File: src/rtl/raytrace_fixed_pkg.sv
// Shared fixed-point types, saturation constants and FSM states for the ray tracer.
// Used by ray_plane_t and the sequential divider datapath.
package raytrace_fixed_pkg;

  localparam int DEFAULT_Q_BITS = 10;

  typedef logic signed [31:0] fixed_t;

  localparam fixed_t T_SAT_POS = 32'sh7FFF_FFFF;
  localparam fixed_t T_SAT_NEG = 32'sh8000_0001;

  typedef enum logic [1:0] {IDLE, DIV, WRITE} state_t;

  // Two's-complement magnitude; the most negative value maps to 0x80000000 unsigned.
  function automatic logic [31:0] fixed_abs(input fixed_t x);
    logic [31:0] ux;
    ux = x;
    return x[31] ? (~ux + 32'd1) : ux;
  endfunction

endpackage

File: src/rtl/udiv_seq.sv
// Unsigned restoring divider producing one quotient bit per cycle, MSB first.
// done, quotient and remainder reflect the step being taken in the final busy cycle.
module udiv_seq #(
  parameter int DIVIDEND_W = 42,
  parameter int DIVISOR_W  = 32
) (
  input  logic                  clock,
  input  logic                  reset,
  input  logic                  start,
  input  logic [DIVIDEND_W-1:0] dividend,
  input  logic [DIVISOR_W-1:0]  divisor,
  output logic                  busy,
  output logic                  done,
  output logic [DIVIDEND_W-1:0] quotient,
  output logic [DIVISOR_W:0]    remainder
);

  localparam int CNT_W = $clog2(DIVIDEND_W);

  logic [DIVIDEND_W-1:0] dvd_q;
  logic [DIVIDEND_W-1:0] quo_q;
  logic [DIVISOR_W:0]    rem_q;
  logic [DIVISOR_W-1:0]  dsr_q;
  logic [CNT_W-1:0]      cnt_q;

  logic [DIVISOR_W:0]    trial;
  logic [DIVISOR_W:0]    rem_next;
  logic                  qbit;

  // rem_q's top bit acts as the carry out of the shift, so a set carry always subtracts.
  always_comb begin
    trial    = {rem_q[DIVISOR_W-1:0], dvd_q[DIVIDEND_W-1]};
    qbit     = rem_q[DIVISOR_W] || (trial >= {1'b0, dsr_q});
    rem_next = qbit ? (trial - {1'b0, dsr_q}) : trial;
  end

  assign done      = busy && (cnt_q == '0);
  assign quotient  = {quo_q[DIVIDEND_W-2:0], qbit};
  assign remainder = rem_next;

  always_ff @(posedge clock or posedge reset) begin
    if (reset) begin
      dvd_q <= '0;
      quo_q <= '0;
      rem_q <= '0;
      dsr_q <= '0;
      cnt_q <= '0;
      busy  <= 1'b0;
    end else if (start && !busy) begin
      dvd_q <= dividend;
      dsr_q <= divisor;
      quo_q <= '0;
      rem_q <= '0;
      cnt_q <= CNT_W'(DIVIDEND_W - 1);
      busy  <= 1'b1;
    end else if (busy) begin
      dvd_q <= {dvd_q[DIVIDEND_W-2:0], 1'b0};
      quo_q <= quotient;
      rem_q <= rem_next;
      cnt_q <= cnt_q - 1'b1;
      if (cnt_q == '0) busy <= 1'b0;
    end
  end

endmodule

File: src/rtl/ray_plane_t.sv
// Ray/plane parameter t = num / den in signed Q fixed point, with a forward-hit flag.
// Define RAY_T_ROUND_EN to round half away from zero instead of truncating.
module ray_plane_t
  import raytrace_fixed_pkg::*;
#(
  parameter int Q_BITS = DEFAULT_Q_BITS,
  parameter int T_MIN  = 1
) (
  input  logic   clock,
  input  logic   reset,
  input  fixed_t num,
  input  logic   num_empty,
  output logic   num_rd_en,
  input  fixed_t den,
  input  logic   den_empty,
  output logic   den_rd_en,
  output fixed_t out_t,
  output logic   out_hit,
  input  logic   out_full,
  output logic   out_wr_en
);

  localparam int DVD_W = 32 + Q_BITS;

  state_t            state;
  logic              sign_q;
  logic [31:0]       den_mag_q;

  logic              pop;
  logic [31:0]       num_mag;
  logic [31:0]       den_mag;
  logic              div_start;
  logic [DVD_W-1:0]  div_dividend;
  logic              div_busy;
  logic              div_done;
  logic [DVD_W-1:0]  div_quo;
  logic [32:0]       div_rem;

  logic              round_up;
  logic [DVD_W:0]    mag_rounded;
  logic              sat;
  logic [31:0]       mag32;
  fixed_t            t_res;
  logic              hit_res;

  assign pop       = !reset && (state == IDLE) && !num_empty && !den_empty;
  assign num_rd_en = pop;
  assign den_rd_en = pop;
  assign out_wr_en = !reset && (state == WRITE) && !out_full;

  assign num_mag      = fixed_abs(num);
  assign den_mag      = fixed_abs(den);
  assign div_start    = pop && (den != '0);
  assign div_dividend = DVD_W'(num_mag) << Q_BITS;

  udiv_seq #(
    .DIVIDEND_W(DVD_W),
    .DIVISOR_W (32)
  ) u_div (
    .clock    (clock),
    .reset    (reset),
    .start    (div_start),
    .dividend (div_dividend),
    .divisor  (den_mag),
    .busy     (div_busy),
    .done     (div_done),
    .quotient (div_quo),
    .remainder(div_rem)
  );

`ifdef RAY_T_ROUND_EN
  assign round_up = ({div_rem, 1'b0} >= {2'b00, den_mag_q});
`else
  logic unused_round;
  assign round_up     = 1'b0;
  assign unused_round = ^{div_rem, den_mag_q};
`endif

  // Saturate the magnitude before applying the sign so the negative limit stays symmetric.
  always_comb begin
    mag_rounded = {1'b0, div_quo} + (DVD_W + 1)'(round_up);
    sat         = mag_rounded > (DVD_W + 1)'(32'h7FFF_FFFF);
    mag32       = sat ? 32'h7FFF_FFFF : mag_rounded[31:0];
    t_res       = sign_q ? -fixed_t'(mag32) : fixed_t'(mag32);
    hit_res     = !sat && !sign_q && (t_res >= fixed_t'(T_MIN));
  end

  always_ff @(posedge clock or posedge reset) begin
    if (reset) begin
      state     <= IDLE;
      out_t     <= '0;
      out_hit   <= 1'b0;
      sign_q    <= 1'b0;
      den_mag_q <= '0;
    end else begin
      case (state)
        IDLE: begin
          if (pop) begin
            sign_q    <= num[31] ^ den[31];
            den_mag_q <= den_mag;
            if (den == '0) begin
              out_t   <= num[31] ? T_SAT_NEG : T_SAT_POS;
              out_hit <= 1'b0;
              state   <= WRITE;
            end else begin
              state   <= DIV;
            end
          end
        end
        DIV: begin
          if (div_done) begin
            out_t   <= t_res;
            out_hit <= hit_res;
            state   <= WRITE;
          end else if (!div_busy) begin
            state   <= IDLE;
          end
        end
        WRITE: begin
          if (!out_full) state <= IDLE;
        end
        default: state <= IDLE;
      endcase
    end
  end

endmodule

File: config.mk
export PLATFORM = sky130hd
export DESIGN_NAME = ray_plane_t
export DESIGN_NICKNAME = d
export VERILOG_FILES = /design/src/rtl/raytrace_fixed_pkg.sv /design/src/rtl/udiv_seq.sv /design/src/rtl/ray_plane_t.sv
export SDC_FILE = /design/constraint.sdc
export NUM_CORES = 1
export LEC_CHECK = 0
export ABC_AREA = 0
export ABC_CLOCK_PERIOD_IN_PS = 7600
export CAP_MARGIN = 30
export CORE_MARGIN = 4
export CORE_UTILIZATION = 41
export DETAILED_ROUTE_END_ITERATION = 10
export PLACE_DENSITY = 0.71
export SETUP_SLACK_MARGIN = 0.5
export SKIP_LAST_GASP = 1
export SLEW_MARGIN = 10
export SYNTH_ARGS = -nofsm -noshare
export SYNTH_HDL_FRONTEND = slang
export SYNTH_SLANG_ARGS = --single-unit
File: constraint.sdc
create_clock -name clock -period 7.6 [get_ports clock]
set_input_delay 1.14 -clock clock [delete_from_list [all_inputs] [get_ports clock]]
set_output_delay 1.14 -clock clock [all_outputs]
set_load 0.1 [all_outputs]
# == Word-level counts from Yosys, hierarchy flattened ==
# Index checks and enable logic that the tools add are counted.
# word_totals
wordCells,86
inputBits,69
out_inout_bits,36
ff_bits,191
# classes
n_mux,31
bitwise,3
n_eq_ne,7
add_sub_neg,5
magnitude_cmp,3
reduce_logical,27
# op_table
cell,count
32-bit two-way mux,8
33-bit two-way mux,3
42-bit two-way mux,2
41-bit two-way mux,2
32-bit by 1-bit adder with 32-bit output (second input constant),2
32-bit NOT,2
32-bit one-hot mux with 2 select lines,1
42-bit by 31-bit > comparator with 1-bit output (second input constant),1
33-bit by 32-bit greater-or-equal comparator with 1-bit output,1
33-bit by 32-bit subtractor with 33-bit output,1
32-bit by 2-bit greater-or-equal comparator with 1-bit output (second input constant),1
32-bit zero test,1
32-bit negation,1
32-bit nonzero test,1
6-bit two-way mux,2
1-bit logical AND,10
2-bit two-way mux,5
1-bit zero test,7
6-bit zero test,1
1-bit two-way mux,6
2-bit != test (second input constant),3
2-bit one-hot mux with 3 select lines,1
6-bit by 1-bit subtractor with 6-bit output (second input constant),1
4-bit AND reduction,1
11 further kinds,12

# == Depth between registers and ports, before layout ==
# Gate-level depths: netlist of run 1.
# depth
ltp_word,10
depth_mapped,22
depth_no_buf,20

# == Modules after synthesis ==
# From an unflattened synthesis of run 1, not the netlist that was laid out.
# hier_totals
cells_unflattened,1542
hier_area_um2,13107.6
# modules_own_cells
mod,seq_area_each_um2,area_per_inst_um2,instances,cells_each
udiv_seq,3878.7,8588.2,1,943
ray_plane_t,900.9,4519.3,1,599

# == Worst setup path before layout of run 1 ==
# Ideal clock, no wire load.
# synth_path
kind,in2out
from,input port out_full
to,output port out_wr_en
cell_stages,1
path_slack_ns,2.169
arrival_ns,4.291
required_ns,6.460
path_buffers,0
cell_sequence,nor4b_1
# synth_via
elab_chain_len,2
# synth_rtl
item,line_no,source
start: declaration,ray_plane_t.sv:19,"input logic out_full,"
1-bit zero test,--,
1-bit logical AND,ray_plane_t.sv:49,assign out_wr_en = !reset && (state == WRITE) && !out_full;
end: declaration,ray_plane_t.sv:20,output logic out_wr_en
# No other way between the ends.

# == Worst setup path after layout of run 1 ==
# layout_path
from,register u_div.rem_q[13]
to,register out_hit
# layout_via
elab_chain_len,10
word_cells_on_any_way,12
cone_classes,add/sub (1); order compare (3); mux (4); reduce/logical (4)
# layout_rtl
item,line_no,source
start: declaration,udiv_seq.sv:22,logic [DIVISOR_W:0] rem_q;
start signal: assignment,udiv_seq.sv:59,rem_q <= rem_next;
33-bit by 32-bit greater-or-equal comparator with 1-bit output (*),udiv_seq.sv:33,"qbit = rem_q[DIVISOR_W] || (trial >= {1'b0, dsr_q});"
1-bit logical OR (*),udiv_seq.sv:33,
42-bit by 31-bit > comparator with 1-bit output,ray_plane_t.sv:82,sat = mag_rounded > (DVD_W + 1)'(32'h7FFF_FFFF);
32-bit two-way mux,ray_plane_t.sv:83,mag32 = sat ? 32'h7FFF_FFFF : mag_rounded[31:0];
32-bit negation,ray_plane_t.sv:84,t_res = sign_q ? -fixed_t'(mag32) : fixed_t'(mag32);
32-bit two-way mux,ray_plane_t.sv:84,
32-bit by 2-bit greater-or-equal comparator with 1-bit output,ray_plane_t.sv:85,hit_res = !sat && !sign_q && (t_res >= fixed_t'(T_MIN));
1-bit logical AND (*),ray_plane_t.sv:85,
1-bit two-way mux (*),ray_plane_t.sv:111,if (div_done) begin
1-bit one-hot mux with 2 select lines (*),ray_plane_t.sv:96,case (state)
end signal: assignment,ray_plane_t.sv:113,out_hit <= hit_res;
end: declaration,ray_plane_t.sv:18,"output logic out_hit,"
# Every way passes the cells marked *; elsewhere a longest branch is shown, timed or not. The select of a mux whose other input is x is not followed.
# A chain may end at the register's enable or synchronous reset.

==> impl_results.md, run 1 <==
- Initial core utilization: 0.4158
- Clock Sink Count: 181
- Placed wire-length estimate: 21710 um
- Simple-gate share of the synthesized area: 0.2094
- Largest family of logic cells by synthesized area: compound AO/OA/AOI/OAI gates
- Post-synth EDFFs: 0
- Worst-path fanout max: 8
- TritonCTS clock tree: built
- Worst hold slack: 0.4806 ns
- Fin util: 0.4803
- DIE WIDTH: 178.6 um
- Syn_nets: 1589
- Syn Inst Count: 1483
- GPL Wtd Cong: 0.9325
- Post-CTS setup repair buffer count: 0
- Remaining DRCs: 0
- Mean cell area of the mapped netlist: 8.048 sq um
- Worst skew pair latency: 0.43 ns
- Hold path cells: 2
- Area of the core: 28700 sq um
- Worst Path Required: 7.91 ns
- Final nets: 1626
- Worst VDD drop: 214.4 uV
- Min Clock Period, post-route: 5.376 ns
- Synth area leader: dfrtp_1
- H-Tree Depth: 4
- CTS buffer count: 17
- Stages on the worst setup path: 18
- Area of the multi-input gates: 6787 sq um
- Slew margin rel.: 0.3422
- Area of placed instances: 13250 sq um
- Synthesized cell area: 11940 sq um
- Commonest register cell after synthesis: dfrtp_1
- Die H: 178.6 um
- #FFs+latches synth: 181
- Diode count: 0
- Xor/xnor share of the synthesized area: 0.06825
- Final TNS setup: 0 ns
- Outcome: completed
- Endpoint class of the critical path: flop
- LEAKAGE: 0.005640 uW
- Reg2reg path depth: 18
- Final setup fails: 0
- CP max-delay cell: or3_1
- Clock slew at reported path FFs: 0.07 ns
- Fraction of layout cells with a size suffix above 1: 0.05284
- Compound-Gate Fraction of Synth Area: 0.2389
- CTS Buffer Depth: 2
- Buffers on Ports: 104
- Critical path's top delay family: simple AND/OR/NAND/NOR gates
- Via density: 5.644
- Gates resized, CTS repair: 0
- Synth top area share: 0.3795
- Root Buffer: clkbuf_16
- Drt pass-1 iters: 6
- Gr usage total: 0.1909
- Max incr delay on CP: 0.49 ns
- Arrival time worst endpoint: 5.68 ns
- Top post-synthesis cells by area: dfrtp_1, nand2_1, o21ai_0
- Worst Hold Class: flop to flop
- Routed WL: 30390 um
- Buffer and inverter count on the worst path: 1
- Register area: 4533 sq um
- Startpoint Class: flop
- Synth Area in Adders: 0.03942
- Overflow after GRT: 0
- I/O Pins: 105
- Synth unique cells: 74
- # fillers: 2794
- Cell with the most instances on the worst path: ha_1
- Multiplexer area fraction after synthesis: 0.01048
- Final worst-path cycle share: 0.7073
- Antenna violations before repair: 0
- Row Count: 62
- Max-Cap Viols: 0
- Vias in the first global route: 10080
- Final ANT Viol Nets: 0
- Setup Skew: 0.01780 ns
- Worst slew pin tran: 0.9837 ns
- Power Dens Cells: 498.3 nW/um^2
- Register area share after synthesis: 0.3795
- Fmax achieved: 186.0 MHz
- Area grow syn2layout: 15.50%
- Yosys warnings: 0
- Routed len/inst: 15.85 um
- Iter 0 DRT Violations: 948
- Ys async rst share: 1.000
- RSZ-0062 raised after global routing: no
- Global-route wire length before repair: 50510 um
- Cts hold-fix bufs: 0
- WS Path Type: flop to flop
- Via count: 10820
- Largest net degree at the start of global routing: 105
- Design area: 13790 sq um
- Die ar.: 31900 sq um
- Critical-path cell list: ha_1 > a21o_1 > a21oi_1 > o221a_2 > o22a_1 > o21a_1 > nand2_1 > inv_1 > ha_1 > or3b_1 > or3_1 > nor4_4 > nand4_1 > a221o_1 > nor4_1 > nand4b_1 > nor3_1 > a31oi_1
- Max-slew violations: 0
- Final Hold Vio Count: 0
cell families (layout without fill, tap and decap cells):
logic type,after synthesis,in the layout
muxes,12,12
DFF,181,181
and+or+nand+nor,534,534
buffers and inverters,161,211
AOI/OAI and AO/OA,465,465
adders and majority gates,37,37
xor gates and xnor gates,93,93
Yosys cell counts, drive strengths merged, types with 3 or more instances:
cell type / count
nand2: 253
dfrtp: 181
o21ai: 181
a21oi: 117
nor2: 108
clkbuf: 71
inv: 58
xnor2: 51
xor2: 42
ha: 36
buf: 32
o31ai: 31
nor3: 29
nor4: 25
nand4: 20
or4: 18
nand3: 17
a21o: 14
a211oi: 13
o211ai: 13
or3: 13
a221o: 12
nand2b: 12
o41ai: 11
a31oi: 10
and3: 9
mux2i: 8
o21a: 8
o22ai: 8
a221oi: 6
o21bai: 6
a211o: 5
a31o: 5
and2: 5
o311ai: 5
or2: 5
a311oi: 4
mux2: 4
nor2b: 4
nor4b: 4
a32oi: 3
nand3b: 3
nor3b: 3
power breakdown:
| part | internal (uW) | switching (uW) | leakage [uW] | total [uW] |
|---|---|---|---|---|
| Combinational | 1560 | 2690 | 0.00317 | 4250 |
| Clock | 436 | 377 | 0.000259 | 813 |
| Sequential | 1410 | 395 | 0.00221 | 1800 |
flip-flops by register name, summed over array words and instances (netlist names):
register and cells:
out_t 32, u_div.quo_q 41, out_hit 1, u_div.cnt_q 6, u_div.dsr_q 32, state 2
sign_q 1, u_div.rem_q 33, u_div.busy 1, u_div.dvd_q 32
layer usage:
layer | GRT usage | up-vias | routed length [um]
li1 | - | 5356 | -
met1 | 0.2638 | 5099 | 13960
met2 | 0.3094 | 316 | 14040
met3 | 0.02883 | 49 | 1679
met4 | 0.05916 | 0 | 719
met5 | 0 | - | 0
path summary, 6_finish.rpt:
check | startpoint | to | slack, ns
min in group asynchronous | reset | u_div.quo_q[28]$_DFFE_PP0P_ | 1.27
min | u_div.dvd_q[39]$_DFFE_PP0P_ | u_div.dvd_q[40]$_DFFE_PP0P_ | 0.48
min reg2reg | u_div.dvd_q[39]$_DFFE_PP0P_ | u_div.dvd_q[40]$_DFFE_PP0P_ | 0.48
max | u_div.rem_q[13]$_DFFE_PP0P_ | out_hit$_DFFE_PP0P_ | 2.22
max in group asynchronous | reset | sign_q$_DFFE_PP0P_ | 5.10
max reg2reg | u_div.rem_q[13]$_DFFE_PP0P_ | out_hit$_DFFE_PP0P_ | 2.22
layout by cell type (no fill, tap or decap), types with 12 or more instances in the layout:
| master | Yosys | routed |
|---|---|---|
| nand2_1 | 253 | 252 |
| dfrtp_1 | 181 | 180 |
| o21ai_0 | 173 | 172 |
| a21oi_1 | 117 | 117 |
| nor2_1 | 107 | 106 |
| clkdlybuf4s50_1 | 0 | 104 |
| inv_1 | 58 | 57 |
| xnor2_1 | 51 | 51 |
| xor2_1 | 42 | 42 |
| ha_1 | 36 | 36 |
| o31ai_1 | 30 | 30 |
| nor3_1 | 27 | 27 |
| nor4_1 | 23 | 23 |
| nand4_1 | 20 | 20 |
| nand3_1 | 17 | 17 |
| clkbuf_16 | 0 | 17 |
| or4_1 | 16 | 16 |
| a21o_1 | 14 | 14 |
| o211ai_1 | 13 | 13 |
| buf_4 | 2 | 13 |
| nand2b_1 | 12 | 12 |
| a211oi_1 | 12 | 12 |
| a221o_1 | 12 | 12 |
layout make-up:
cell class,instances,area share
well taps,384,0.03485
multi-input cells,1141,0.4923
inverters,58,0.01616
flip-flops and latches,181,0.3288
clock inverters,11,0.005627
repair buffers,121,0.08885
clock buffers,21,0.03340
per-stage QoR:
stage / power, uW / std cells / setup slack (ns)
global route: 7435 / 1917 / 1.862
CTS: 6861 / 1917 / 2.271
global placement: 5899 / 1881 / 2.403
detailed placement: 6017 / 1885 / 2.301
finish: 6869 / 1917 / 2.224
floorplan: 4996 / 1483 / 1.545
worst reg2reg max path, stage by stage, from the launching register on:
cell      delay [ns]
dfrtp_1         0.39
ha_1            0.36
a21o_1          0.22
a21oi_1         0.33
o221a_2         0.26
o22a_1          0.33
o21a_1          0.24
nand2_1         0.12
inv_1           0.14
ha_1            0.19
or3b_1          0.43
or3_1           0.49
nor4_4          0.45
nand4_1         0.18
a221o_1         0.40
nor4_1          0.31
nand4b_1        0.14
nor3_1          0.18
a31oi_1         0.10
(Power assumes the default switching activity.)
==> run 2: changes to the inputs <==
--- a/config.mk
+++ b/config.mk
@@ -6,7 +6,7 @@
 export NUM_CORES = 1
 export LEC_CHECK = 0
 export ABC_AREA = 0
-export ABC_CLOCK_PERIOD_IN_PS = 7600
+export ABC_CLOCK_PERIOD_IN_PS = 5350
 export CAP_MARGIN = 30
 export CORE_MARGIN = 4
 export CORE_UTILIZATION = 41
==> constraint.sdc (replaced) <==
create_clock -name clock -period 5.35 [get_ports clock]
set_input_delay 0.8025 -clock clock [delete_from_list [all_inputs] [get_ports clock]]
set_output_delay 0.8025 -clock clock [all_outputs]
set_load 0.1 [all_outputs]
==> impl_results.md, run 2 (synthesis gave the netlist of run 1 again) <==
- Outcome: completed (unchanged)
- Via count: 10980 (was 10820)
- Worst Hold Class: flop to flop (unchanged)
- Diode count: 0 (unchanged)
- Setup Skew: 0.009541 ns (was 0.01780 ns)
- # fillers: 2747 (was 2794)
- Clock Power Share: 0.127 (was 0.118)
- Routed WL: 31550 um (was 30390 um)
- WS Path Type: flop to flop (unchanged)
- Final TNS setup: 0 ns (unchanged)
- Area of the multi-input gates: 6894 sq um (was 6787 sq um)
- Min Clock Period, post-route: 4.793 ns (was 5.376 ns)
- Largest net degree at the start of global routing: 115 (was 105)
- Clock slew at reported path FFs: 0.07 ns (about the same)
- Slew margin rel.: 0.3375 (was 0.3422)
- Initial core utilization: 0.4158 (unchanged)
- DIE WIDTH: 178.6 um (unchanged)
- RSZ-0062 raised after global routing: no (unchanged)
- Startpoint Class: flop (unchanged)
- Die H: 178.6 um (unchanged)
- Max-Cap Viols: 0 (unchanged)
- Iter 0 DRT Violations: 770 (was 948)
- Logic pwr share: 0.618 (was 0.619)
- Leading cell type in the layout, fill and taps excluded: nand2_1 (unchanged)
- Final nets: 1642 (was 1626)
- Psw: 5096 uW (was 3462 uW)
- Drt pass-1 iters: 5 (was 6)
- Placed wire-length estimate: 22520 um (was 21710 um)
- Most frequent cells in the layout: nand2_1, dfrtp_1, o21ai_0, a21oi_1, nor2_1 (unchanged)
- Worst skew pair latency: 0.43 ns (about the same)
- Arrival time worst endpoint: 5.09 ns (was 5.68 ns)
- Sw frac: 0.5034 (was 0.5040)
- Clock Sink Count: 181 (unchanged)
- GPL Wtd Cong: 0.9340 (was 0.9325)
- Fin util: 0.4896 (was 0.4803)
- Gr usage total: 0.1964 (was 0.1909)
- Area grow syn2layout: 17.74% (was 15.50%)
- Setup WS pre-CTS: 0.3024 ns (was 2.301 ns)
- Row Count: 62 (unchanged)
- I/O Pins: 105 (unchanged)
- Endpoint class of the critical path: flop (unchanged)
- Routed len/inst: 16.32 um (was 15.85 um)
- Area of the core: 28700 sq um (unchanged)
- Sequential power share: 0.255 (was 0.263)
- Buffers on Ports: 104 (unchanged)
- Largest registers: u_div.quo_q: 41 flops, u_div.rem_q: 33 flops (unchanged)
- Worst VDD drop: 289.7 uV (was 214.4 uV)
- Max FFs per register: 41 (unchanged)
- Register area: 4533 sq um (unchanged)
- Vias in the first global route: 10200 (was 10080)
- Remaining DRCs: 0 (unchanged)
- Cts hold-fix bufs: 0 (unchanged)
- Final setup fails: 0 (unchanged)
- CTS buffer count: 17 (unchanged)
- Final worst-path cycle share: 0.8959 (was 0.7073)
- Final Hold Vio Count: 0 (unchanged)
- Fraction of layout cells with a size suffix above 1: 0.07682 (was 0.05284)
- CTS Buffer Depth: 2 (unchanged)
- Top reg by flops: u_div.quo_q (unchanged)
- Final worst setup slack: 0.5571 ns (was 2.224 ns)
- Worst-path fanout max: 7 (was 8)
- Internal: 5027 uW (was 3407 uW)
- Worst Path Required: 5.65 ns (was 7.91 ns)
- Global-route wire length before repair: 51710 um (was 50510 um)
- Die ar.: 31900 sq um (unchanged)
- LEAKAGE: 0.005753 uW (was 0.005640 uW)
- Final ANT Viol Nets: 0 (unchanged)
- Max-slew violations: 0 (unchanged)
- TritonCTS clock tree: built (unchanged)
- Worst slew pin tran: 0.9907 ns (was 0.9837 ns)
- Antenna violations before repair: 0 (unchanged)
- Overflow after GRT: 0 (unchanged)
- Root Buffer: clkbuf_16 (unchanged)
- H-Tree Depth: 4 (unchanged)
- Fmax achieved: 208.6 MHz (was 186.0 MHz)
- Power Dens Cells: 720.4 nW/um^2 (was 498.3 nW/um^2)
- Via density: 5.679 (was 5.644)
[run 2: cell type report]
cell class,instances,area share
inverters,58,0.01576
repair buffers,137,0.09438
multi-input cells,1141,0.4906
well taps,384,0.03419
flip-flops and latches,181,0.3226
clock inverters,15,0.01220
clock buffers,17,0.03027
[run 2: power groups by stage]
stage	Clock [uW]	Combinational (uW)	Sequential (uW)
2_1_floorplan	0	4010	3090
3_3_place_gp	0	5890	2560
3_5_place_dp	0	5990	2590
4_1_cts	1310	6070	2560
5_1_grt	1370	6900	2670
6_report	1280	6260	2580
[run 2: path summary, 6_finish.rpt]
path                                                  start                          end  slack (ns)  depth (start not counted)
worst max-delay path             u_div.rem_q[6]$_DFFE_PP0P_          out_hit$_DFFE_PP0P_        0.56                         20
worst min-delay path            u_div.dvd_q[39]$_DFFE_PP0P_  u_div.dvd_q[40]$_DFFE_PP0P_        0.48                          2
worst max register to register   u_div.rem_q[6]$_DFFE_PP0P_          out_hit$_DFFE_PP0P_        0.56                         20
worst min register to register  u_div.dvd_q[39]$_DFFE_PP0P_  u_div.dvd_q[40]$_DFFE_PP0P_        0.48                          2
max in group asynchronous                             reset  u_div.rem_q[17]$_DFFE_PP0P_        3.85                          3
min in group asynchronous                             reset         state[1]$_DFFE_PP0P_        0.69                          2
[run 2: repair_timing]
action	4_1_cts	5_1_grt
gates resized for setup	3	23
hold endpoints to repair	0	0
setup buffers	4	2
pin swaps	4	13
setup endpoints to repair	1	1
cloned	0	0
[run 2: metrics by stage]
stage	area [sq um]	total power, uW	std cells	hold slack (ns)
after floorplan	11940	7098	1483	0.4394
after global placement	13260	8451	1893	0.4603
after detailed placement	13280	8580	1894	0.4645
after CTS	13920	9948	1930	0.4824
after global routing	14050	10940	1933	0.4953
final	14050	10120	1933	0.4752
[run 2: metal layers]
metal / vias to the layer above / GRT usage / share of wire
met5: - / 0 / 0
met2: 316 / 0.3195 / 0.46
met1: 5218 / 0.2721 / 0.47
met4: 0 / 0.06396 / 0.022
met3: 47 / 0.02501 / 0.049
li1: 5396 / - / -
[run 2: worst max-delay path: stages, from the launching register on]
cell	delay, ns
dfrtp_1	0.40
ha_1	0.36
o21ai_0	0.31
nor2_2	0.10
nor4b_2	0.29
o22a_1	0.25
o21a_1	0.21
nand2_2	0.10
inv_2	0.08
ha_2	0.19
or3b_4	0.41
or3_4	0.36
buf_4	0.18
o311ai_2	0.29
a21oi_1	0.13
a211oi_2	0.21
nand4_1	0.15
a211oi_2	0.24
nand4b_1	0.16
nor3_2	0.14
a31oi_1	0.10
==> run 3: changes to the inputs <==
--- a/config.mk
+++ b/config.mk
@@ -14,7 +14,6 @@
 export PLACE_DENSITY = 0.71
 export SETUP_SLACK_MARGIN = 0.5
 export SKIP_LAST_GASP = 1
-export SLEW_MARGIN = 10
 export SYNTH_ARGS = -nofsm -noshare
 export SYNTH_HDL_FRONTEND = slang
 export SYNTH_SLANG_ARGS = --single-unit
==> impl_results.md, run 3 (synthesis gave the netlist of run 1 again) <==
- R2r setup slk: 0.68 ns (was 0.56 ns)
- Diode count: 0 (unchanged)
- Slew margin rel.: 0.3368 (was 0.3375)
- Cts hold-fix bufs: 0 (unchanged)
- Worst VDD drop: 329.6 uV (was 289.7 uV)
- Placed wire-length estimate: 22430 um (was 22520 um)
- WS Path Type: flop to flop (unchanged)
- Register area: 4533 sq um (unchanged)
- Min Clock Period, post-route: 4.668 ns (was 4.793 ns)
- Row Count: 62 (unchanged)
- Buffer and inverter count on the worst path: 1 (was 2)
- Iter 0 DRT Violations: 853 (was 770)
- Largest registers: u_div.quo_q: 41 flops, u_div.rem_q: 33 flops (unchanged)
- RSZ-0062 raised after global routing: no (unchanged)
- Buffers on Ports: 104 (unchanged)
- Clock slew at reported path FFs: 0.07 ns (about the same)
- Gr usage total: 0.1954 (was 0.1964)
- Die ar.: 31900 sq um (unchanged)
- Area of placed instances: 13280 sq um (unchanged)
- Final ANT Viol Nets: 0 (unchanged)
- Initial core utilization: 0.4158 (unchanged)
- Drt pass-1 iters: 6 (was 5)
- Routed WL: 31160 um (was 31550 um)
- Final nets: 1639 (was 1642)
- # fillers: 2752 (was 2747)
- Area of the core: 28700 sq um (unchanged)
- Arrival time worst endpoint: 4.98 ns (was 5.09 ns)
- Remaining DRCs: 0 (unchanged)
- Fraction of layout cells with a size suffix above 1: 0.07568 (was 0.07682)
- Root Buffer: clkbuf_16 (unchanged)
- Final worst-path cycle share: 0.8725 (was 0.8959)
- Leading cell type in the layout, fill and taps excluded: nand2_1 (unchanged)
- Non-Filler Instances: 1930 (was 1933)
- Setup Skew: 0.01843 ns (was 0.009541 ns)
- Hold path cells: 2 (unchanged)
- Worst Hold Class: flop to flop (unchanged)
- Final TNS setup: 0 ns (unchanged)
- Fin util: 0.4887 (was 0.4896)
- LEAKAGE: 0.005741 uW (was 0.005753 uW)
- Worst skew pair latency: 0.45 ns (was 0.43 ns)
- Via count: 10880 (was 10980)
- Outcome: completed (unchanged)
- Endpoint class of the critical path: flop (unchanged)
- CP max-delay cell: or3b_4 (unchanged)
- Clock Sink Count: 181 (unchanged)
- Final setup fails: 0 (unchanged)
- Final worst setup slack: 0.6822 ns (was 0.5571 ns)
- Power Dens Cells: 718.5 nW/um^2 (was 720.4 nW/um^2)
- Worst slew pin tran: 0.9916 ns (was 0.9907 ns)
- Top reg by flops: u_div.quo_q (unchanged)
- DIE WIDTH: 178.6 um (unchanged)
- Critical-path cell list: ha_1 > o21ai_0 > nor2_2 > nor4b_2 > o22a_1 > o21a_1 > nand2_2 > inv_2 > ha_2 > or3b_4 > or3_4 > nor4_4 > nand4_1 > a221o_1 > nor4_2 > nand4b_1 > nor3_2 > a31oi_1 (was ha_1 > o21ai_0 > nor2_2 > nor4b_2 > o22a_1 > o21a_1 > nand2_2 > inv_2 > ha_2 > or3b_4 > or3_4 > buf_4 > o311ai_2 > a21oi_1 > a211oi_2 > nand4_1 > a211oi_2 > nand4b_1 > nor3_2 > a31oi_1)
- Max-Cap Viols: 0 (unchanged)
- TritonCTS clock tree: built (unchanged)
- WHS Endpoint: u_div.dvd_q[21]$_DFFE_PP0P_ (was u_div.dvd_q[40]$_DFFE_PP0P_)
- DP Cell Count: 1894 (unchanged)
- Largest net degree at the start of global routing: 115 (unchanged)
- Max incr delay on CP: 0.41 ns (about the same)
- CTS buffer count: 17 (unchanged)
- Max FFs per register: 41 (unchanged)
- Fmax achieved: 214.2 MHz (was 208.6 MHz)
- Die H: 178.6 um (unchanged)
- Vias in the first global route: 10180 (was 10200)
- Max-slew violations: 0 (unchanged)
- Most frequent cells in the layout: nand2_1, dfrtp_1, o21ai_0, a21oi_1, nor2_1 (unchanged)
- H-Tree Depth: 4 (unchanged)
- Hold_sp: u_div.dvd_q[20]$_DFFE_PP0P_ (was u_div.dvd_q[39]$_DFFE_PP0P_)
- RR Endpoint: out_hit$_DFFE_PP0P_ (unchanged)
- Final Hold Vio Count: 0 (unchanged)
- Routed len/inst: 16.14 um (was 16.32 um)
- Overflow after GRT: 0 (unchanged)
- I/O Pins: 105 (unchanged)
- Design area: 14030 sq um (was 14050 sq um)
- CTS Buffer Depth: 2 (unchanged)
- GPL Wtd Cong: 0.9340 (unchanged)
- Reg2reg path depth: 18 (was 20)
- Critical path's top delay family: simple AND/OR/NAND/NOR gates (was compound AO/OA/AOI/OAI gates)
- Area of the multi-input gates: 6889 sq um (was 6894 sq um)
- Crit Reg-Reg Startpoint: u_div.rem_q[6]$_DFFE_PP0P_ (unchanged)
- Startpoint Class: flop (unchanged)
- Via density: 5.636 (was 5.679)
- Worst Path Required: 5.66 ns (was 5.65 ns)
- Setup WS pre-CTS: 0.2949 ns (was 0.3024 ns)
- Global-route wire length before repair: 51380 um (was 51710 um)
- Antenna violations before repair: 0 (unchanged)
- Worst-path fanout max: 5 (was 7)
- Area grow syn2layout: 17.52% (was 17.74%)
==> run 3: timing repair <==
| item | 4_1_cts | 5_1_grt |
|---|---|---|
| pin swaps | 3 | 12 |
| gates resized for setup | 5 | 21 |
| endpoints found under the setup margin | 1 | 1 |
| setup buffers | 2 | 2 |
==> run 3: worst max path at each step <==
stage | end | cells past startpoint | start | slack, ns
detailed placement | out_hit$_DFFE_PP0P_ | 20 | u_div.rem_q[19]$_DFFE_PP0P_ | 0.29
CTS | out_hit$_DFFE_PP0P_ | 20 | u_div.rem_q[5]$_DFFE_PP0P_ | 0.52
global placement | out_hit$_DFFE_PP0P_ | 18 | u_div.rem_q[19]$_DFFE_PP0P_ | 0.49
floorplan | out_wr_en | 1 | out_full | 0.59
finish | out_hit$_DFFE_PP0P_ | 18 | u_div.rem_q[6]$_DFFE_PP0P_ | 0.68
global route | out_hit$_DFFE_PP0P_ | 18 | u_div.rem_q[6]$_DFFE_PP0P_ | 0.43
==> run 3: metrics by stage <==
stage | hold slack [ns] | total power [uW]
after floorplan | 0.4394 | 7098
after global placement | 0.4603 | 8451
after detailed placement | 0.4656 | 8561
after CTS | 0.4855 | 9946
after global routing | 0.5076 | 10920
final | 0.4785 | 10080
==> run 3: report_power, final <==
part           internal (uW)  switching [uW]
logic                   2300            3890
registers               2000             575
clock network            711             595
==> run 3: metal layers <==
| metal | GRT usage | up-vias | part of all wire |
|---|---|---|---|
| met2 | 0.3125 | 314 | 0.46 |
| met4 | 0.07291 | 0 | 0.027 |
| met5 | 0 | - | 0 |
| met3 | 0.03497 | 46 | 0.056 |
| met1 | 0.2650 | 5140 | 0.46 |
| li1 | - | 5378 | - |
==> run 3: worst register-to-register path, cell delays in order, from the launching register on <==
cell      delay, ns
dfrtp_1        0.40
ha_1           0.35
o21ai_0        0.31
nor2_2         0.11
nor4b_2        0.29
o22a_1         0.24
o21a_1         0.20
nand2_2        0.10
inv_2          0.08
ha_2           0.18
or3b_4         0.41
or3_4          0.36
nor4_4         0.35
nand4_1        0.17
a221o_1        0.39
nor4_2         0.25
nand4b_1       0.15
nor3_2         0.12
a31oi_1        0.09
==> run 3: final cells by class <==
class	instances	area share
tap	384	0.03426
clock buffer	17	0.03033
inverter	58	0.01579
sequential	181	0.3232
multi-input combinational	1141	0.4912
timing repair buffer	134	0.09206
clock inverter	15	0.01320
